==> config.mk <==
export PLATFORM = sky130hd
export DESIGN_NAME = if_id_queue_flat
export DESIGN_NICKNAME = d
export VERILOG_FILES = /design/src/rtl/if_id_queue_if.sv /design/src/rtl/if_id_queue.sv /design/src/flat_wrapper.sv
export SDC_FILE = /design/constraint.sdc
export NUM_CORES = 1
export LEC_CHECK = 0
export BUFFER_PORTS_ARGS = -buffer_cell sky130_fd_sc_hd__clkbuf_2
export CAP_MARGIN = 20
export CORE_MARGIN = 10
export CORE_UTILIZATION = 53
export DETAILED_ROUTE_END_ITERATION = 10
export PLACE_DENSITY = 0.76
export SLEW_MARGIN = 25
export SYNTH_ARGS = -nofsm -noshare
export SYNTH_HDL_FRONTEND = slang
export SYNTH_SLANG_ARGS = --single-unit
==> constraint.sdc <==
create_clock -name clk -period 3 [get_ports clk]
set_clock_uncertainty 0.15 [all_clocks]
set_input_delay 0.3 -clock clk [delete_from_list [all_inputs] [get_ports clk]]
set_output_delay 0.3 -clock clk [all_outputs]
set_load 0.02 [all_outputs]
==> src/rtl/if_id_queue_if.sv <==
// IF/ID queue handshake bundle: IF push side, ID output side, and EX/global controls.
// The master drives the queue inputs; the slave is the queue itself.
interface if_id_queue_if #(
   parameter int ADDR_WIDTH = 32,
   parameter int INST_WIDTH = 32,
   parameter int DEPTH      = 4,
   localparam int PTR_W     = $clog2(DEPTH)
);
   logic                  rdy;
   logic                  if_flag;
   logic [ADDR_WIDTH-1:0] if_pc;
   logic [INST_WIDTH-1:0] if_inst;
   logic                  if_ready;
   logic                  id_stall;
   logic                  flush;
   logic                  id_flag;
   logic [ADDR_WIDTH-1:0] id_pc;
   logic [INST_WIDTH-1:0] id_inst;
   logic [PTR_W:0]        count;

   modport master (
      output rdy, if_flag, if_pc, if_inst, id_stall, flush,
      input  if_ready, id_flag, id_pc, id_inst, count
   );

   modport slave (
      input  rdy, if_flag, if_pc, if_inst, id_stall, flush,
      output if_ready, id_flag, id_pc, id_inst, count
   );
endinterface

==> src/rtl/if_id_queue.sv <==
// IF/ID decoupling queue: DEPTH-entry FIFO feeding a registered output stage to ID.
// An empty FIFO lets a fresh instruction bypass straight into the output stage.
module if_id_queue #(
   parameter int ADDR_WIDTH = 32,
   parameter int INST_WIDTH = 32,
   parameter int DEPTH      = 4,
   localparam int PTR_W     = $clog2(DEPTH)
) (
   input logic         clk,
   input logic         rst,
   if_id_queue_if.slave bus
);
   localparam logic [PTR_W:0] DEPTH_C = (PTR_W+1)'(DEPTH);

   typedef struct packed {
      logic [ADDR_WIDTH-1:0] pc;
      logic [INST_WIDTH-1:0] inst;
   } entry_t;

   entry_t                mem_q [DEPTH];
   logic [PTR_W-1:0]      rd_ptr_q, rd_ptr_d;
   logic [PTR_W-1:0]      wr_ptr_q, wr_ptr_d;
   logic [PTR_W:0]        count_q, count_d;
   logic                  id_flag_q, id_flag_d;
   logic [ADDR_WIDTH-1:0] id_pc_q, id_pc_d;
   logic [INST_WIDTH-1:0] id_inst_q, id_inst_d;

   logic ready, empty, push, advance, bypass, wr_en, pop;

   assign ready   = count_q < DEPTH_C;
   assign empty   = (count_q == '0);
   assign push    = bus.if_flag & ready & bus.rdy & ~bus.flush;
   assign advance = bus.rdy & ~bus.flush & ~bus.id_stall;
   assign bypass  = advance & empty & push;
   assign wr_en   = push & ~bypass;
   assign pop     = advance & ~empty;

   always_comb begin
      rd_ptr_d  = rd_ptr_q;
      wr_ptr_d  = wr_ptr_q;
      count_d   = count_q;
      id_flag_d = id_flag_q;
      id_pc_d   = id_pc_q;
      id_inst_d = id_inst_q;

      if (bus.rdy && bus.flush) begin
         rd_ptr_d  = '0;
         wr_ptr_d  = '0;
         count_d   = '0;
         id_flag_d = 1'b0;
         id_pc_d   = '0;
         id_inst_d = '0;
      end else begin
         if (pop) begin
            id_flag_d = 1'b1;
            id_pc_d   = mem_q[rd_ptr_q].pc;
            id_inst_d = mem_q[rd_ptr_q].inst;
            rd_ptr_d  = rd_ptr_q + PTR_W'(1);
         end else if (bypass) begin
            id_flag_d = 1'b1;
            id_pc_d   = bus.if_pc;
            id_inst_d = bus.if_inst;
         end else if (advance) begin
            id_flag_d = 1'b0;
            id_pc_d   = '0;
            id_inst_d = '0;
         end

         if (wr_en) wr_ptr_d = wr_ptr_q + PTR_W'(1);

         // Simultaneous write and pop leave occupancy unchanged.
         case ({wr_en, pop})
            2'b10:   count_d = count_q + (PTR_W+1)'(1);
            2'b01:   count_d = count_q - (PTR_W+1)'(1);
            default: count_d = count_q;
         endcase
      end
   end

   always_ff @(posedge clk) begin
      if (rst) begin
         rd_ptr_q  <= '0;
         wr_ptr_q  <= '0;
         count_q   <= '0;
         id_flag_q <= 1'b0;
         id_pc_q   <= '0;
         id_inst_q <= '0;
      end else begin
         rd_ptr_q  <= rd_ptr_d;
         wr_ptr_q  <= wr_ptr_d;
         count_q   <= count_d;
         id_flag_q <= id_flag_d;
         id_pc_q   <= id_pc_d;
         id_inst_q <= id_inst_d;
      end
   end

   // Storage carries no reset; occupancy alone defines which entries are live.
   always_ff @(posedge clk) begin
      if (wr_en) mem_q[wr_ptr_q] <= '{pc: bus.if_pc, inst: bus.if_inst};
   end

   assign bus.if_ready = ready;
   assign bus.id_flag  = id_flag_q;
   assign bus.id_pc    = id_pc_q;
   assign bus.id_inst  = id_inst_q;
   assign bus.count    = count_q;
endmodule
==> src/flat_wrapper.sv <==
// flat-port wrapper written by rule: the top's interface ports become plain ports
module if_id_queue_flat 
#(
   parameter int ADDR_WIDTH = 32,
   parameter int INST_WIDTH = 32,
   parameter int DEPTH      = 4,
   localparam int PTR_W     = $clog2(DEPTH)
)
  (clk, rst, bus_rdy, bus_if_flag, bus_if_pc, bus_if_inst, bus_id_stall, bus_flush, bus_if_ready, bus_id_flag, bus_id_pc, bus_id_inst, bus_count);
  if_id_queue_if #(.ADDR_WIDTH(ADDR_WIDTH), .INST_WIDTH(INST_WIDTH), .DEPTH(DEPTH)) bus_i ();
  input logic clk;
  input logic rst;
  input wire logic [$bits(bus_i.rdy)-1:0] bus_rdy;
  input wire logic [$bits(bus_i.if_flag)-1:0] bus_if_flag;
  input wire logic [$bits(bus_i.if_pc)-1:0] bus_if_pc;
  input wire logic [$bits(bus_i.if_inst)-1:0] bus_if_inst;
  input wire logic [$bits(bus_i.id_stall)-1:0] bus_id_stall;
  input wire logic [$bits(bus_i.flush)-1:0] bus_flush;
  output wire logic [$bits(bus_i.if_ready)-1:0] bus_if_ready;
  output wire logic [$bits(bus_i.id_flag)-1:0] bus_id_flag;
  output wire logic [$bits(bus_i.id_pc)-1:0] bus_id_pc;
  output wire logic [$bits(bus_i.id_inst)-1:0] bus_id_inst;
  output wire logic [$bits(bus_i.count)-1:0] bus_count;
  assign bus_i.rdy = bus_rdy;
  assign bus_i.if_flag = bus_if_flag;
  assign bus_i.if_pc = bus_if_pc;
  assign bus_i.if_inst = bus_if_inst;
  assign bus_i.id_stall = bus_id_stall;
  assign bus_i.flush = bus_flush;
  assign bus_if_ready = bus_i.if_ready;
  assign bus_id_flag = bus_i.id_flag;
  assign bus_id_pc = bus_i.id_pc;
  assign bus_id_inst = bus_i.id_inst;
  assign bus_count = bus_i.count;
  if_id_queue #(.ADDR_WIDTH(ADDR_WIDTH), .INST_WIDTH(INST_WIDTH), .DEPTH(DEPTH)) u_core (.clk(clk), .rst(rst), .bus(bus_i));
endmodule
-- Word-level counts from Yosys, hierarchy flattened
Memories as Yosys holds them, arrays and structs flattened. A register that Yosys moved wholly into a read port is not among the register bits.
Index checks and enable logic that the tools add are counted.
- bits of input ports: 70
- register bits: 72
- memory bits (read-only): 0
- latch bits: 0
- memories: 1
- output and inout bits: 69
- memory bits (writable): 256
- word-level logic and storage cells: 45
- shift operators: 0
- div/mod/pow operators: 0
- multiplexer cells: 13
- bitwise gates (word level): 13
- reduce and logical (&&, ||, !) cells: 5
- $add $sub $neg: 4
- equal/unequal tests: 2
- magnitude comparators: 1
- $mul: 0
- memory list (memory ; depth ; width ; read ports ; clocked after Yosys merged registers in ; wr ports ; RTL line ; text):
    u_core.mem_q ; 4 ; 64 ; 1 ; 1 ; 1 ; if_id_queue.sv:20 ; entry_t mem_q [DEPTH];
- operators with widths (operator ; count):
    $mux 32 ; 5
    $and 1x1->1 ; 9
    $pmux 3 s2 ; 1
    $mux 1 ; 5
    $add 2x1->2 const B ; 2
    $mux 2 ; 2
    $not 1->1 ; 4
    $add 3x1->3 const B ; 1
    $logic_not 3->1 ; 1
    $lt 3x3->1 const B ; 1
    $reduce_bool 3->1 ; 1
    $sub 3x1->3 const B ; 1
    $eq 2x1->1 const B ; 1
    $eq 2x2->1 const B ; 1
    $reduce_bool 2->1 ; 1
    $reduce_or 2->1 ; 1
    $logic_and 1x1->1 ; 1

-- Depth between registers and ports, before layout
Gate-level depths: netlist (run 1).
- depth in word-level cells: 9
- mapped depth: 10

-- Least setup slack after synthesis (run 1)
Ideal clock, no wire load.
- path kind: register to register
- start: register u_core.count_q[0], in the netlist u_core.bus.count[0]
- end: memory u_core.mem_q[1][0] in the netlist's numbering (enable)
- stages on the path, launching flop included: 4
- setup time: 429 ps
- slack: -111 ps
- clock period less this slack: 3111 ps
- arrival: 2532 ps
- cells stage by stage: dfxtp_1 nor4_1 nor2_1 and2_1
- longest elaborated chain between the ends: 9
- elaborated cells between the ends (all ways): 11
- RTL lines (element ; RTL line ; text):
    start, declared ; if_id_queue.sv:23 ; logic [PTR_W:0] count_q, count_d;
    start signal, assigned ; if_id_queue.sv:91 ; count_q <= count_d;
    $lt 3x3->1 ; if_id_queue.sv:30 ; assign ready = count_q < DEPTH_C;
    $and 1x1->1 (3 in series) ; if_id_queue.sv:32 ; assign push = bus.if_flag & ready & bus.rdy & ~bus.flush;
    $and 1x1->1 ; if_id_queue.sv:34 ; assign bypass = advance & empty & push;
    $not 1->1 ; if_id_queue.sv:35 ; assign wr_en = push & ~bypass;
    $and 1x1->1 * ; if_id_queue.sv:35 ;
    $mux 1 * ; if_id_queue.sv:100 ; if (wr_en) mem_q[wr_ptr_q] <= '{pc: bus.if_pc, inst: bus.if_inst};
    $mux 1 (implied by the code) * ; if_id_queue.sv:100 ;
    end, declared ; if_id_queue.sv:20 ;
Mark *: on every way between the ends. The rest lies on a longest branch, timed or not.

-- Final worst setup path (run 1)
- start: register u_core.count_q[0], in the netlist u_core.bus.count[0]
- end: register u_core.count_q[2], in the netlist u_core.bus.count[2]
- longest elaborated chain between the ends: 9
- elaborated cells between the ends (all ways): 17
- RTL lines (element ; RTL line ; text):
    $lt 3x3->1 ; if_id_queue.sv:30 ;
    $and 1x1->1 (3 in series) ; if_id_queue.sv:32 ;
    $and 1x1->1 ; if_id_queue.sv:34 ;
    $not 1->1 ; if_id_queue.sv:35 ;
    $and 1x1->1 ; if_id_queue.sv:35 ;
    $eq 2x1->1 or $eq 2x2->1 (tied branches) ; if_id_queue.sv:72 ; case ({wr_en, pop})
    $pmux 3 s2 or $reduce_bool 2->1 (tied branches) ; -- ;
Several ways; a longest one is shown, not always the timed one.
A chain may end at the register's enable or synchronous reset.

==> results.md, run 1 <==
- Synth Warn #: 0
- Area fraction of the dominant cell type after synthesis: 60.2%
- Layout cell share with drive strength beyond 1: 28.2%
- Status: finished, final reports clean
- Root cell of the clock tree: clkbuf_16
- Maximum vdd drop: 0.000580 V
- Clock Path Buffers: 3
- Grt total ovfl: 0
- Post-synth top area cell: edfxtp_1
- DR vias: 7846
- WHS: 0.0913 ns
- Vias in the first global route: 7985
- Design Power: 9.76 mW
- CTS resizes: 0
- Crit share post-route: 81.3%
- Die height: 175 um
- Synth Instances: 763
- Critical Path End Type: flop
- Register area share after synthesis: 71.9%
- Initial antenna violation count: 0
- Max_slew headroom: 43.4%
- Setup_tns: 0 ns
- Ys async rst share: 0%
- Row count: 56
- Area grow syn2layout: 22.7%
- Total I/O pin count: 139
- Yosys cell types: 32
- Max_cap viols: 0
- First-pass GRT wire length: 45000 um
- Final ANT Viol Nets: 0
- RePlAce Congestion: 0.731
- Syn Area/Cell: 16.7 um^2
- Hold crit path type: in -> reg
- Detailed Routing Iterations Pass 1: 8
- Setup Fix Bufs, Post-CTS: 0
- FMAX: 410 MHz
- Worst Setup Start Kind: flop
- Max Slew Vio Count: 0
- Starting Density: 54.0%
- Crit-path max FO: 7
- Largest net degree at the start of global routing: 131
- RSZ-0062 raised after global routing: no
- CORE AREA: 0.0236 mm^2
- Crit path cell chain: nor3_1 -> nor2_1 -> ha_1 -> fa_1 -> xnor2_1 -> or3_1 -> a21oi_1
- Via/cell ratio: 6.03
- H-tree lvl count: 2
- Die span in x: 175 um
- Max stage delay on crit path: 0.50 ns
- Post-synth EDFFs: 256
- Finish-stage setup viols: 0
- DR iter-0 viols: 543
- CP max stage cell: nor3_1
- DP HPWL: 15600 um
- TritonCTS buffer count: 34
- Syn_nets: 839
- Diode count: 0
- CTS Sinks: 330
- Port-buffer cells: 138
- Pwr dens: 623 mW/mm^2
- Data required, critical path: 3.28 ns
- Die area: 0.0307 mm^2
- Period minus WS final: 2.44 ns
- DRC violations left: 0
- Nets: 1033
- Mapped Area: 0.0128 mm^2
- Final hold violation count: 0
- Hold buffers post-CTS: 65
- Total global-route track usage: 18.3%
- Drt wl/cell: 21.9 um
- Commonest cells in the netlist: edfxtp_1 (256), dfxtp_1 (74), a21oi_1 (72)
- Clk_lat worst skew: 0.50 ns
- CTS tree: yes
- Worst EP arrival: 2.72 ns
- Worst Max-Slew Pin Slew: 0.849 ns
- Crit-path leading delay family: simple AND/OR/NAND/NOR gates
- Synthesized flop and latch total: 330
- CP Class: reg -> reg
- Reg clk slew, reported paths: 0.06 ns
- Synth top area cells: edfxtp_1 (60%), dfxtp_1 (12%), mux4_2 (11%)
- Most frequent cell after synthesis: edfxtp_1
- Routed WL: 28400 um
- CP Buf/Inv Count: 0
- LEAKAGE: 5.26 nW
- Main synth FF type: edfxtp_1
## cell families (layout without fill, tap and decap cells)
| group | Yosys count | in the layout | synth area share, % |
|---|---|---|---|
| muxes | 66 | 66 | 11.5 |
| DFF | 330 | 330 | 71.9 |
| xor gates and xnor gates | 2 | 2 | 0.137 |
| and+or+nand+nor | 22 | 22 | 1.18 |
| buffers and inverters | 68 | 287 | 2.27 |
| adders and majority gates | 6 | 6 | 0.647 |
| AOI/OAI and AO/OA | 269 | 269 | 12.5 |
## report_power, final
group	switching (mW)	leakage (nW)	internal [mW]
clock	1.64	0.566	2.63
combinational	0.298	1.78	0.176
sequential	0.0332	2.91	4.97
## final cells by class
type                            count  area, um^2
Tap cell                          319         399
Timing Repair Buffer              221        1580
Inverter                            5        18.8
Clock buffer                       45        1020
Multi-Input combinational cell    365        3330
Fill cell                        1633        7950
Clock inverter                     16         140
Sequential cell                   330        9180
## routing by layer
layer | part of all wire, % | GRT usage [%]
met1 | 41 | 23.5
met2 | 50 | 30.6
met3 | 6.7 | 3.92
met4 | 2.0 | 5.72
met5 | 0 | 0
## metrics by stage
stage / cells / instance area [um^2] / utilization, % / worst slack (ns)
global placement: 1175 / 13900 / 58.7 / 0.585
detailed placement: 1175 / 13900 / 58.7 / 0.563
CTS: 1301 / 15700 / 66.3 / 0.585
finish: 1301 / 15700 / 66.3 / 0.562
floorplan: 763 / 12800 / - / 0.580
global route: 1301 / 15700 / 66.3 / 0.394
## flip-flops by register name (all words and copies together) (netlist names), named ones only
name and cells:
u_core.bus.count 3, u_core.rd_ptr_q 2, u_core.wr_ptr_q 2, u_core.bus.id_pc 32
u_core.bus.id_flag 1, u_core.bus.id_inst 32, u_core.mem_q 256
## worst paths after layout
| path | from | cells after the start | slack [ns] | endpoint |
|---|---|---|---|---|
| worst max-delay path | u_core.bus.count[0]$_SDFFE_PP0P_ | 7 | 0.56 | u_core.bus.count[2]$_SDFFE_PP0P_ |
| worst min register to register | u_core.rd_ptr_q[1]$_SDFFE_PP0N_ | 2 | 0.33 | flop |
| worst max register to register | u_core.bus.count[0]$_SDFFE_PP0P_ | 7 | 0.56 | u_core.bus.count[2]$_SDFFE_PP0P_ |
| worst min-delay path | rst | 3 | 0.09 | flop |
## cell usage in the layout, fill, tap and decap left out, types with 2 or more instances in the layout
| cell type | count |
|---|---|
| o2111ai_1 | 63 |
| ha_1 | 5 |
| a21oi_1 | 71 |
| buf_4 | 10 |
| mux4_2 | 64 |
| clkbuf_16 | 38 |
| clkinv_1 | 12 |
| buf_12 | 8 |
| inv_1 | 5 |
| dfxtp_4 | 2 |
| clkbuf_8 | 4 |
| or3_1 | 2 |
| edfxtp_1 | 256 |
| o21ai_1 | 65 |
| o21ai_0 | 66 |
| dfxtp_1 | 72 |
| clkbuf_1 | 3 |
| and2_4 | 4 |
| dlygate4sd3_1 | 65 |
| nand2_1 | 3 |
| nor2_1 | 4 |
| mux2i_1 | 2 |
| bufinv_16 | 3 |
| clkbuf_2 | 138 |
## tightest hold or removal path: cells and delay by family
family	cells	cell delay, ns
AO/OA/AOI/OAI	2	0.28
buffers and inverters	1	0.11
Power figures use the tool's default switching activity.
==> run 2, diff against run 1 <==
Settings changed: ABC_AREA set to 1.
Clock period 3 ns to 2.2 ns, I/O delays scaled along.
==> run 2 against run 1 <==
Net effect:
- sequential power up 37%
- largest power group unchanged
- global-route usage increased by 0.71 points
- cell count is 42% higher
- non-clock buffer count increased by 11
- register-to-register slack worse by 0.40 ns
- sequential share of layout area is 2.0 points lower
- combinational power is 50% higher
- flip-flop and latch count unchanged
- critical endpoint unchanged
- final area grew 3.7%
==> results.md, run 2 <==
- Status: finished, final reports clean
- RSZ-0062 raised after global routing: no
- Critical R2R Capture: u_core.bus.count[2]$_SDFFE_PP0P_
- Synth Instances: 1300 (+70%)
- CP Launch Point: u_core.bus.count[0]$_SDFFE_PP0P_
- Routed WL: 31100 um (+9.2%)
- CORE AREA: 0.0250 mm^2 (+5.7%)
- Maximum vdd drop: 0.000550 V (-5.3%)
- Initial antenna violation count: 2 (+2)
- Most frequent cell after synthesis: nand2_1
- DP HPWL: 17700 um (+13%)
- Max Slew Vio Count: 0 (unchanged)
- Number of flip-flops in the largest register: 256 (unchanged)
- Period minus WS final: 2.04 ns (-0.396 ns)
- TritonCTS buffer count: 31 (-8.8%)
- Total global-route track usage: 19.0% (+0.71 points)
- Root cell of the clock tree: clkbuf_16
- Ys async rst share: 0% (unchanged)
- CTS Sinks: 330 (unchanged)
- DRC violations left: 0 (unchanged)
- Drt wl/cell: 16.8 um (-23%)
- LEAKAGE: 6.48 nW (+23%)
- Final ANT Viol Nets: 0 (unchanged)
- Max_cap viols: 0 (unchanged)
- WHS: 0.0348 ns (-0.0565 ns)
- Crit share post-route: 92.8% (+12 points)
- Register area share after synthesis: 68.7% (-3.2 points)
- Syn_nets: 1376 (+64%)
- Commonest non-fill, non-tap cell in the layout: nand2_1
- Worst Setup Start Kind: flop
- Synthesized flop and latch total: 330 (unchanged)
- Synth top area cells: edfxtp_1 (58%), dfxtp_1 (11%), nand2_1 (9.2%)
- Nets: 1565 (+52%)
- Starting Density: 53.5% (-0.55 points)
- Total I/O pin count: 139 (unchanged)
- DR iter-0 viols: 871 (+60%)
- Vias in the first global route: 9578 (+20%)
- Critical Path End Type: flop
- Clock Path Buffers: 3 (unchanged)
- Worst setup path end: u_core.bus.count[2]$_SDFFE_PP0P_
- Die area: 0.0319 mm^2 (+4.1%)
- Placement-stage cell area: 0.0146 mm^2 (+5.0%)
- Reg2Reg Setup Slack: 0.16 ns (-0.40 ns)
- Port-buffer cells: 138 (unchanged)
- R2r worst-path depth: 10 (+3)
- Max_slew headroom: 56.7% (+13 points)
- Yosys cell types: 22 (-31%)
- Area grow syn2layout: 21.6%
- DR vias: 9642 (+23%)
- RR Startpoint: u_core.bus.count[0]$_SDFFE_PP0P_
- H-tree lvl count: 1 (-1)
- FMAX: 490 MHz (+19%)
- CTS resizes: 0 (unchanged)
- Area fraction of the dominant cell type after synthesis: 57.6% (-2.7 points)
- Die height: 179 um (+2.0%)
- Commonest cells in the netlist: nand2_1 (328), edfxtp_1 (256), nor2_1 (203)
- Post-synth top area cell: edfxtp_1
- Grt total ovfl: 0 (unchanged)
- Finish-stage setup viols: 0 (unchanged)
- Worst Max-Slew Pin Slew: 0.649 ns (-0.200 ns)
- Design Power: 12.8 mW (+31%)
- CP Class: reg -> reg
- Die span in x: 179 um (+2.0%)
- Largest Register: u_core.mem_q
- Pwr dens: 789 mW/mm^2 (+27%)
- Final hold violation count: 0 (unchanged)
- Via/cell ratio: 5.22 (-13%)
- Clk_lat worst skew: 0.56 ns (+0.06 ns)
- RePlAce Congestion: 0.762 (+4.3%)
- Worst EP arrival: 2.33 ns (-0.39 ns)
- Post-synth EDFFs: 256 (unchanged)
- Row count: 58 (+3.6%)
- Syn Area/Cell: 10.3 um^2 (-39%)
- Synth Warn #: 0 (unchanged)
- CTS tree: yes
- Most frequent cells in the layout: nand2_1 (325), edfxtp_1 (256), nor2_1 (198)
- Hold crit path type: in -> reg
- Reg clk slew, reported paths: 0.06 ns (about the same)
- Finished Cell Area: 0.0162 mm^2 (+3.7%)
- Detailed Routing Iterations Pass 1: 7 (-1)
- Crit-path max FO: 4 (-3)
- First-pass GRT wire length: 48900 um (+8.7%)
- Layout cell share with drive strength beyond 1: 16.0% (-12 points)
- Mapped Area: 0.0134 mm^2 (+4.6%)
- Main synth FF type: edfxtp_1
- Largest net degree at the start of global routing: 92 (-30%)
- Data required, critical path: 2.49 ns (-0.79 ns)
run 2: cell types whose count changed after synthesis, sizes merged, moves of 4 or more:
cell	before	now
buf	19	62
nor2	4	204
clkbuf	44	14
o2111ai	63	0
a21oi	72	7
inv	5	81
nand3	1	193
o21ai	131	70
mux4	64	0
nand2	3	329
and2	4	0
run 2: layer usage:
metal / global-route usage [%] / vias to the layer above / share of wire (%)
met5: 0 / - / 0
met4: 6.75 / 0 / 2.3
met3: 3.62 / 53 / 6.5
met2: 31.9 / 329 / 48
met1: 24.3 / 4548 / 43
li1: - / 4712 / -
run 2: worst min path at each step:
stage,end,cells after the start,slack (ns),start
after global placement,u_core.mem_q[3][9]$_DFFE_PP_,1,0.31,bus_if_inst[9]
final,u_core.bus.count[2]$_SDFFE_PP0P_,5,0.03,rst
after CTS,u_core.bus.id_flag$_SDFFE_PP0P_,4,0.02,bus_rdy
after floorplan,u_core.mem_q[0][0]$_DFFE_PP_,0,0.17,bus_if_inst[0]
after global routing,u_core.bus.count[2]$_SDFFE_PP0P_,5,0.06,rst
after detailed placement,u_core.mem_q[3][43]$_DFFE_PP_,1,0.31,bus_if_pc[11]
run 2: repair_timing:
item,CTS,global route
hold endpoints to repair,324,0
hold buffers,65,0
setup buffers,0,0
setup endpoints to repair,0,0
run 2: cells by family (layout without fill, tap and decap cells):
logic type	count (synthesis)	count (layout)	synth area share (%)
other	0	2	0
flip-flops	330	330	68.7
AND/OR/NAND/NOR	727	727	22.3
XOR/XNOR	2	2	0.131
buffers and inverters	157	371	5.29
adder cells (fa/ha/maj)	6	6	0.619
AO/OA/AOI/OAI	78	78	2.96
run 2: cell type report:
cell class,instances,area (um^2)
repair buffers,232,1730
inverters,81,312
well taps,330,413
fillers,1895,8730
clock inverters,13,97.6
diodes,2,5.00
multi-input cells,813,3560
flip-flops and latches,330,9190
clock buffers,45,928
run 2: metrics by stage:
| stage | utilization [%] | std cells | setup TNS (ns) | worst slack, ns |
|---|---|---|---|---|
| after CTS | 65.0 | 1844 | 0 | 0.167 |
| after floorplan | - | 1300 | -15.56 | -0.0774 |
| after global routing | 65.0 | 1846 | 0 | 0.0428 |
| after detailed placement | 58.3 | 1721 | 0 | 0.137 |
| final | 65.0 | 1846 | 0 | 0.158 |
| after global placement | 58.3 | 1721 | 0 | 0.208 |
run 2: report_power, final:
group | total, mW | internal (mW) | switching (mW)
sequential | 6.84 | 6.80 | 0.0372
combinational | 0.711 | 0.269 | 0.442
clock | 5.25 | 3.03 | 2.22
run 2: critical path: stages, from the launching register on:
cell and delay (ns):
dfxtp_4 0.37, nor2_2 0.14, nand2_4 0.07, nand2_1 0.08
inv_1 0.07, ha_1 0.21, fa_1 0.39, a21oi_1 0.12
o21ai_0 0.11, o21ai_0 0.16, a21oi_1 0.05
==> run 3, diff against run 2 <==
Settings changed: RECOVER_POWER set to 25.
==> run 3 against run 2 <==
Net effect:
- utilization down 0.21 points
- via count barely moved
- sequential power about the same
- hold slack worse by 0.0013 ns
- cell count unchanged
- die area is the same
- global-route usage is the same
- setup slack gained 0.0027 ns
- routed wire length about the same
- largest power group unchanged
==> results.md, run 3 (synthesis gave the netlist of run 2 again) <==
- CP Class: reg -> reg
- Most frequent cells in the layout: nand2_1 (325), edfxtp_1 (256), nor2_1 (198)
- Die height: 179 um (unchanged)
- DP HPWL: 17700 um (unchanged)
- Area grow syn2layout: 21.2%
- Max_cap viols: 0 (unchanged)
- Nets: 1565 (unchanged)
- Critical R2R Capture: u_core.bus.count[2]$_SDFFE_PP0P_
- Sw Pwr: 2.70 mW (+0.16%)
- Worst EP arrival: 2.33 ns (about the same)
- Grt total ovfl: 0 (unchanged)
- Root cell of the clock tree: clkbuf_16
- Switching Fraction: 21.1% (+0.044 points)
- TritonCTS buffer count: 31 (unchanged)
- Crit share post-route: 92.7% (-0.12 points)
- Clock Path Buffers: 3 (unchanged)
- Cell-internal power: 10.1 mW (-0.11%)
- Sequential power share: 53.4% (about the same)
- Die area: 0.0319 mm^2 (unchanged)
- Vias in the first global route: 9578 (unchanged)
- Critical Path End Type: flop
- Largest Register: u_core.mem_q
- Period minus WS final: 2.04 ns (-0.00272 ns)
- Setup ws final: 0.161 ns (+0.00272 ns)
- Number of flip-flops in the largest register: 256 (unchanged)
- DRC violations left: 0 (unchanged)
- RSZ-0062 raised after global routing: no
- Status: finished, final reports clean
- Largest net degree at the start of global routing: 92 (unchanged)
- RR Startpoint: u_core.bus.count[0]$_SDFFE_PP0P_
- Setup Fix Bufs, Post-CTS: 0 (unchanged)
- Commonest non-fill, non-tap cell in the layout: nand2_1
- FMAX: 490 MHz (+0.13%)
- R2r worst-path depth: 10 (unchanged)
- Total I/O pin count: 139 (unchanged)
- Hold EP: u_core.bus.count[2]$_SDFFE_PP0P_
- Finish-stage setup viols: 0 (unchanged)
- Final ANT Viol Nets: 0 (unchanged)
- RePlAce Congestion: 0.762 (unchanged)
- Clk_lat worst skew: 0.56 ns (about the same)
- Data required, critical path: 2.49 ns (about the same)
- Row count: 58 (unchanged)
- DR vias: 9639 (-0.031%)
- Max_slew headroom: 57.1% (+0.35 points)
- CTS tree: yes
- Dpl ws: 0.137 ns (unchanged)
- Total global-route track usage: 19.0% (unchanged)
- First-pass GRT wire length: 48900 um (unchanged)
- WHS: 0.0336 ns (-0.00126 ns)
- Crit-path max FO: 4 (unchanged)
- Detailed Routing Iterations Pass 1: 6 (-1)
- CP max stage cell: fa_1
- CORE AREA: 0.0250 mm^2 (unchanged)
- Port-buffer cells: 138 (unchanged)
- Via/cell ratio: 5.22 (about the same)
- Drt wl/cell: 16.8 um (about the same)
- Setup_tns: 0 ns (unchanged)
- Clk pwr share: 41.1% (about the same)
- CTS Sinks: 330 (unchanged)
- Reg2Reg Setup Slack: 0.16 ns (about the same)
- Worst Max-Slew Pin Slew: 0.644 ns (-0.00518 ns)
- Hold Crit Start: rst
- Worst Setup Start Kind: flop
- LEAKAGE: 6.35 nW (-1.9%)
- DR iter-0 viols: 843 (-3.2%)
- Max Slew Vio Count: 0 (unchanged)
- Reg clk slew, reported paths: 0.06 ns (about the same)
- Initial antenna violation count: 2 (unchanged)
- Final hold violation count: 0 (unchanged)
- Maximum vdd drop: 0.000555 V (+0.97%)
- Die span in x: 179 um (unchanged)
- Layout cell share with drive strength beyond 1: 13.2% (-2.8 points)
- H-tree lvl count: 1 (unchanged)
- Hold crit path type: in -> reg
- Starting Density: 53.5% (unchanged)
- Pwr dens: 791 mW/mm^2 (+0.27%)
- Max stage delay on crit path: 0.39 ns (about the same)
- Crit path cell chain: nor2_2 -> nand2_4 -> nand2_1 -> inv_1 -> ha_1 -> fa_1 -> a21oi_1 -> o21ai_0 -> o21ai_0 -> a21oi_1
- WHS Path Cells: 5 (unchanged)
- Gate power share: 5.5% (about the same)
- Routed WL: 31100 um (about the same)
run 3: cell counts in the layout (fill, tap and decap cells not counted):
Identical to the previous run, type by type.
run 3: worst max-delay path by stage:
stage	start	to	slack, ns	depth (start not counted)
2_1_floorplan	u_core.bus.count[2]$_SDFFE_PP0P_	u_core.mem_q[0][0]$_DFFE_PP_	-0.08	6
3_3_place_gp	bus_flush	u_core.bus.count[2]$_SDFFE_PP0P_	0.21	11
3_5_place_dp	bus_flush	u_core.bus.id_pc[2]$_SDFFE_PP0P_	0.14	10
4_1_cts	u_core.bus.count[0]$_SDFFE_PP0P_	u_core.bus.count[2]$_SDFFE_PP0P_	0.17	10
5_1_grt	u_core.bus.count[0]$_SDFFE_PP0P_	u_core.bus.count[2]$_SDFFE_PP0P_	0.04	10
6_report	u_core.bus.count[0]$_SDFFE_PP0P_	u_core.bus.count[2]$_SDFFE_PP0P_	0.16	10
run 3: power by group through the flow:
stage | Combinational (mW) | Clock [mW] | Sequential [mW]
3_3_place_gp | 0.603 | 0 | 6.97
2_1_floorplan | 0.287 | 0 | 7.02
5_1_grt | 0.778 | 5.57 | 6.84
3_5_place_dp | 0.618 | 0 | 6.97
6_report | 0.700 | 5.26 | 6.84
4_1_cts | 0.715 | 5.32 | 6.84
run 3: area by class of cell:
class,instances,area (um^2)
clock buffers,45,928
fillers,1923,8780
well taps,330,413
multi-input cells,813,3560
repair buffers,232,1680
inverters,81,312
diodes,2,5.00
flip-flops and latches,330,9190
clock inverters,13,97.6
run 3: per-stage QoR:
stage	cells	cell area [um^2]	total power [mW]	util, %
after floorplan	1300	13400	7.31	-
after global placement	1721	14600	7.57	58.3
after detailed placement	1721	14600	7.59	58.3
after CTS	1844	16200	12.9	65.0
after global routing	1846	16200	13.2	64.8
final	1846	16200	12.8	64.8
run 3: critical path: cells and delay by family (launching register included):
family | cells | cell delay (ns)
adder cells (fa/ha/maj) | 2 | 0.60
AO/OA/AOI/OAI | 4 | 0.44
flip-flops | 1 | 0.37
AND/OR/NAND/NOR | 3 | 0.29
buffers and inverters | 1 | 0.06
run 3: metal layers:
metal | wire (um) | global-route usage [%] | share of wire, %
met5 | 0 | 0 | 0
met2 | 14900 | 31.9 | 48
met4 | 743 | 6.75 | 2.4
met1 | 13100 | 24.3 | 42
met3 | 2250 | 3.62 | 7.2
run 3: what timing repair did:
item | in CTS | in global routing
hold buffers | 65 | 0
gates resized for setup | 0 | 0
endpoints found under the hold margin | 324 | 0
